## src/rtl/axis_pkt_fifo.sv

```systemverilog
// Synchronous AXI-Stream FIFO with first-word-fall-through output, optional
// store-and-forward packet mode, fill level, packet count and threshold flags.
module axis_pkt_fifo #(
  parameter int DATA_W      = 32,
  parameter int USER_W      = 8,
  parameter int DEPTH       = 16,
  parameter int PACKET_MODE = 0,
  parameter int AF_THRESH   = DEPTH - 2,
  parameter int AE_THRESH   = 2
) (
  input  logic                       clk,
  input  logic                       rst,
  input  logic                       s_tvalid,
  output logic                       s_tready,
  input  logic [DATA_W-1:0]          s_tdata,
  input  logic [USER_W-1:0]          s_tuser,
  input  logic                       s_tlast,
  output logic                       m_tvalid,
  input  logic                       m_tready,
  output logic [DATA_W-1:0]          m_tdata,
  output logic [USER_W-1:0]          m_tuser,
  output logic                       m_tlast,
  output logic [$clog2(DEPTH+1)-1:0] level,
  output logic [$clog2(DEPTH+1)-1:0] pkt_count,
  output logic                       almost_full,
  output logic                       almost_empty
);

  localparam int AW = $clog2(DEPTH);
  localparam int LW = $clog2(DEPTH + 1);
  localparam int EW = DATA_W + USER_W + 1;
  localparam logic [LW-1:0] AF_LVL = LW'(AF_THRESH);
  localparam logic [LW-1:0] AE_LVL = LW'(AE_THRESH);

  if (DEPTH < 2 || (DEPTH & (DEPTH - 1)) != 0) begin : g_bad_depth
    $error("axis_pkt_fifo: DEPTH must be a power of two >= 2");
  end
  if (AF_THRESH > DEPTH) begin : g_bad_af
    $error("axis_pkt_fifo: AF_THRESH must not exceed DEPTH");
  end
  if (AE_THRESH >= DEPTH) begin : g_bad_ae
    $error("axis_pkt_fifo: AE_THRESH must be below DEPTH");
  end

  logic [EW-1:0] mem [DEPTH];
  logic [AW:0]   wr_ptr;
  logic [AW:0]   rd_ptr;
  logic [EW-1:0] head;
  logic          full;
  logic          empty;
  logic          push;
  logic          pop;

  // Pointers carry one extra wrap bit so full and empty are distinguishable.
  assign full  = (wr_ptr[AW] != rd_ptr[AW]) && (wr_ptr[AW-1:0] == rd_ptr[AW-1:0]);
  assign empty = (wr_ptr == rd_ptr);

  assign s_tready = !full;
  assign push     = s_tvalid && s_tready;
  assign pop      = m_tvalid && m_tready;

  // In packet mode the full term lets an oversize packet drain cut-through.
  if (PACKET_MODE != 0) begin : g_pkt_valid
    assign m_tvalid = !empty && ((pkt_count != '0) || full);
  end else begin : g_stream_valid
    assign m_tvalid = !empty;
  end

  assign head = mem[rd_ptr[AW-1:0]];
  assign {m_tlast, m_tuser, m_tdata} = head;

  assign almost_full  = (level >= AF_LVL);
  assign almost_empty = (level <= AE_LVL);

  // Storage write port; contents are intentionally left unreset.
  always_ff @(posedge clk) begin
    if (push) begin
      mem[wr_ptr[AW-1:0]] <= {s_tlast, s_tuser, s_tdata};
    end
  end

  // Pointer, level and packet-count bookkeeping.
  always_ff @(posedge clk) begin
    if (rst) begin
      wr_ptr    <= '0;
      rd_ptr    <= '0;
      level     <= '0;
      pkt_count <= '0;
    end else begin
      if (push) begin
        wr_ptr <= wr_ptr + (AW+1)'(1);
      end
      if (pop) begin
        rd_ptr <= rd_ptr + (AW+1)'(1);
      end
      case ({push, pop})
        2'b10:   level <= level + LW'(1);
        2'b01:   level <= level - LW'(1);
        default: level <= level;
      endcase
      case ({push && s_tlast, pop && m_tlast})
        2'b10:   pkt_count <= pkt_count + LW'(1);
        2'b01:   pkt_count <= pkt_count - LW'(1);
        default: pkt_count <= pkt_count;
      endcase
    end
  end

endmodule

```

## config.mk

```make
export PLATFORM = sky130hd
export DESIGN_NAME = axis_pkt_fifo
export DESIGN_NICKNAME = d
export VERILOG_FILES = /design/src/rtl/axis_pkt_fifo.sv
export SDC_FILE = /design/constraint.sdc
export NUM_CORES = 1
export LEC_CHECK = 0
export ABC_AREA = 1
export CAP_MARGIN = 15
export CELL_PAD_IN_SITES_DETAIL_PLACEMENT = 1
export CELL_PAD_IN_SITES_GLOBAL_PLACEMENT = 1
export CORE_MARGIN = 8
export CORE_UTILIZATION = 50
export CTS_CLUSTER_SIZE = 10
export DETAILED_ROUTE_END_ITERATION = 12
export PLACE_DENSITY_LB_ADDON = 0.1
export SLEW_MARGIN = 20
export SYNTH_ARGS = -nofsm -noshare
export SYNTH_HDL_FRONTEND = slang
export SYNTH_SLANG_ARGS = --single-unit
```

## constraint.sdc

```tcl
create_clock -name clk -period 5.95 [get_ports clk]
set_input_delay 1.4875 -clock clk [delete_from_list [all_inputs] [get_ports clk]]
set_output_delay 1.4875 -clock clk [all_outputs]
set_load 0.02 [all_outputs]
```

==> results.ini <==
[run_status]
outcome = completed

[floorplanning]
core_area_um2 = 53920
chipWidth_um = 249.6
fp.dieH_um = 249.6
start_util = 0.5061
die-area_um2 = 62310
ios = 100
rows = 85

[power]
powerDensity_nw_per_um2 = 413.6
vdd_drop_max_v = 0.0002615
p_leak_uw = 0.01017

[route]
firstDrtPassIters = 5
routedWlPerCell_um = 24.99
antenna_left = 0
num_vias = 17505
routed_wl_um = 73550
first_iter_violations = 1376
viasPerCell = 5.948
drc = 0

[sta]
worst_pin_slew_ns = 1.098
finalSetupViolations = 0
final_hold_viol_count = 0
rsz0062_at_grt = no
tns_ns = 0
slew_viol_final = 0
layout_min_cycle_time_ns = 5.417
finalWorstSetupSlack_ns = 0.5333
finalClockSkew_ns = 0.02096
slew_headroom = 0.2670
max_freq_ghz = 0.1846
fin_crit_sh = 0.9104

[cts]
clkTransAtPathRegs_ns = 0.05
cts_root_buf = clkbuf_16
post_cts.repair.setup_buffers = 0
clk_latency_ns = 0.63
cts_tree = done
clk_path_buf_depth = 3
cts_resized = 0
cts.sinks = 680
cts-htree-levels = 3
numCtsBuffers = 79
holdBufCountCts = 0

[yosys]
ys_warn_count = 0
synth_cell_type_count = 31
syn-num-nets = 2196
yosysSeqAreaShare = 0.7395
synthTopCellsByArea = edfxtp_1, nor2_1, o211ai_1
ys_seq_elements = 680
ys_top_cells_by_count = edfxtp_1, nor2_1, o21ai_0
syn_area_um2 = 27290
synthArstFlopShare = 0
yosysMostFrequentCell = edfxtp_1
syn_inst = 2136
yosys.area.top_type_share = 0.7219
syn_avg_cell_area_um2 = 12.78
synth_edf_count = 656
synth_area_leader_cell = edfxtp_1
synth-main-ff-cell = edfxtp_1

[finish]
nNetsFinal = 2273
diodes = 0
drive_gt1_frac = 0.06809
filler_cell_count = 5233
syn_to_final_growth_pct = 14.33

[setup_path]
crit_fanout = 56
start_kind = register
arrival_ns = 3.93
regToRegSetupSlack_ns = 2.14
crit_end = m_tdata[15]
worst-setup-path-type = reg -> out
reg2reg_to = pkt_count[4]
cp.required_ns = 4.46
end_kind = output pin
reg2reg_depth = 14

[place]
dp_hpwl_um = 37970
gp_congestion = 0.7502
port_buffers = 99
post-place-ws_ns = 1.147

[min_path]
hp-class = reg -> reg

[global_routing]
antenna_found_initial = 2
grt_max_degree = 276
grt_use_total = 0.2325
grt-ovfl-total = 0
grt_pass1_wl_um = 112600
grt_pass1_vias = 18714

[run]
drv_cap = 0

## metal layers
layer  track usage  wire (µm)  share of wire
met2        0.3903      36490           0.50
met5             0         28        0.00038
met1        0.3089      31830           0.43
met4       0.07493       1758          0.024
met3       0.03762       3445          0.047
## cell usage in the layout, fill, tap and decap left out, types with 2 or more instances in the layout
| cell | netlist | final |
|---|---|---|
| nand3_1 | 111 | 111 |
| nor2_4 | 0 | 13 |
| buf_4 | 11 | 25 |
| o211ai_1 | 161 | 161 |
| dfxtp_1 | 24 | 20 |
| clkbuf_1 | 67 | 25 |
| edfxtp_1 | 656 | 656 |
| ha_1 | 13 | 13 |
| inv_2 | 3 | 3 |
| dfxtp_4 | 0 | 3 |
| a21oi_1 | 42 | 42 |
| fa_1 | 2 | 2 |
| xor2_1 | 3 | 3 |
| clkbuf_16 | 0 | 84 |
| nand2_1 | 107 | 107 |
| inv_6 | 1 | 2 |
| o21ai_0 | 224 | 224 |
| clkinv_1 | 0 | 3 |
| nor3_2 | 0 | 3 |
| inv_1 | 62 | 61 |
| clkdlybuf4s50_1 | 0 | 99 |
| xnor2_1 | 4 | 4 |
| o21ai_1 | 106 | 106 |
| nor2_1 | 467 | 454 |
| buf_12 | 1 | 10 |
## kinds of logic after synthesis
kind of cell               count (synthesis)  synth area share
AOI/OAI and AO/OA                        536            0.1134
buffers and inverters                    205           0.03622
xor gates and xnor gates                   7          0.002247
DFF                                      680            0.7395
adders and majority gates                 15          0.007428
and+or+nand+nor                          693            0.1012
## power breakdown
group	internal [µW]	switching, µW	leakage (µW)
combinational	1030	1970	0.00296
clock	2540	1820	0.00109
sequential	5440	109	0.00612
## state kept, by name (all words and copies together) (netlist names), named ones only
register	cells
mem	656
wr_ptr	5
pkt_count	5
rd_ptr	5
level	5
## worst min-delay path by stage
stage,startpoint,end,slack [ns],depth (start not counted)
2_1_floorplan,rd_ptr[1],register,0.51,2
3_3_place_gp,pkt_count[4],pkt_count[4],0.49,2
3_5_place_dp,pkt_count[4],pkt_count[4],0.50,2
4_1_cts,pkt_count[4],pkt_count[4],0.51,2
5_1_grt,pkt_count[4],pkt_count[4],0.53,2
6_report,pkt_count[4],pkt_count[4],0.51,2
## worst max-delay path, cell delays in order (launching register included)
cell and delay [ns]:
dfxtp_4 0.67, clkinv_2 1.00, buf_4 0.57, o211ai_1 0.14, nand3_1 0.09, nand2_1 0.15
clkdlybuf4s50_1 0.63
## through the flow
step | hold slack (ns) | total power (µW) | utilization | cells | cell area (µm²)
after floorplan | 0.5120 | 7566 | - | 2136 | 27290
after global placement | 0.4909 | 8532 | 0.5366 | 2827 | 28930
after detailed placement | 0.4991 | 8639 | 0.5366 | 2827 | 28930
after CTS | 0.5141 | 13010 | 0.5781 | 2942 | 31170
after global routing | 0.5289 | 13470 | 0.5786 | 2943 | 31200
final | 0.5135 | 12900 | 0.5786 | 2943 | 31200
## final cells by class
| cell class | count | area [µm²] | share of cell area |
|---|---|---|---|
| Sequential cell | 680 | 20190 | 0.6472 |
| Multi-Input combinational cell | 1251 | 6233 | 0.1998 |
| Clock buffer | 109 | 2196 | 0.07038 |
| Timing Repair Buffer | 135 | 1406 | 0.04508 |
| Tap cell | 696 | 870.8 | 0.02791 |
| Inverter | 66 | 256.5 | 0.008221 |
| Clock inverter | 6 | 45.04 | 0.001444 |
(Power assumes the default switching activity.)
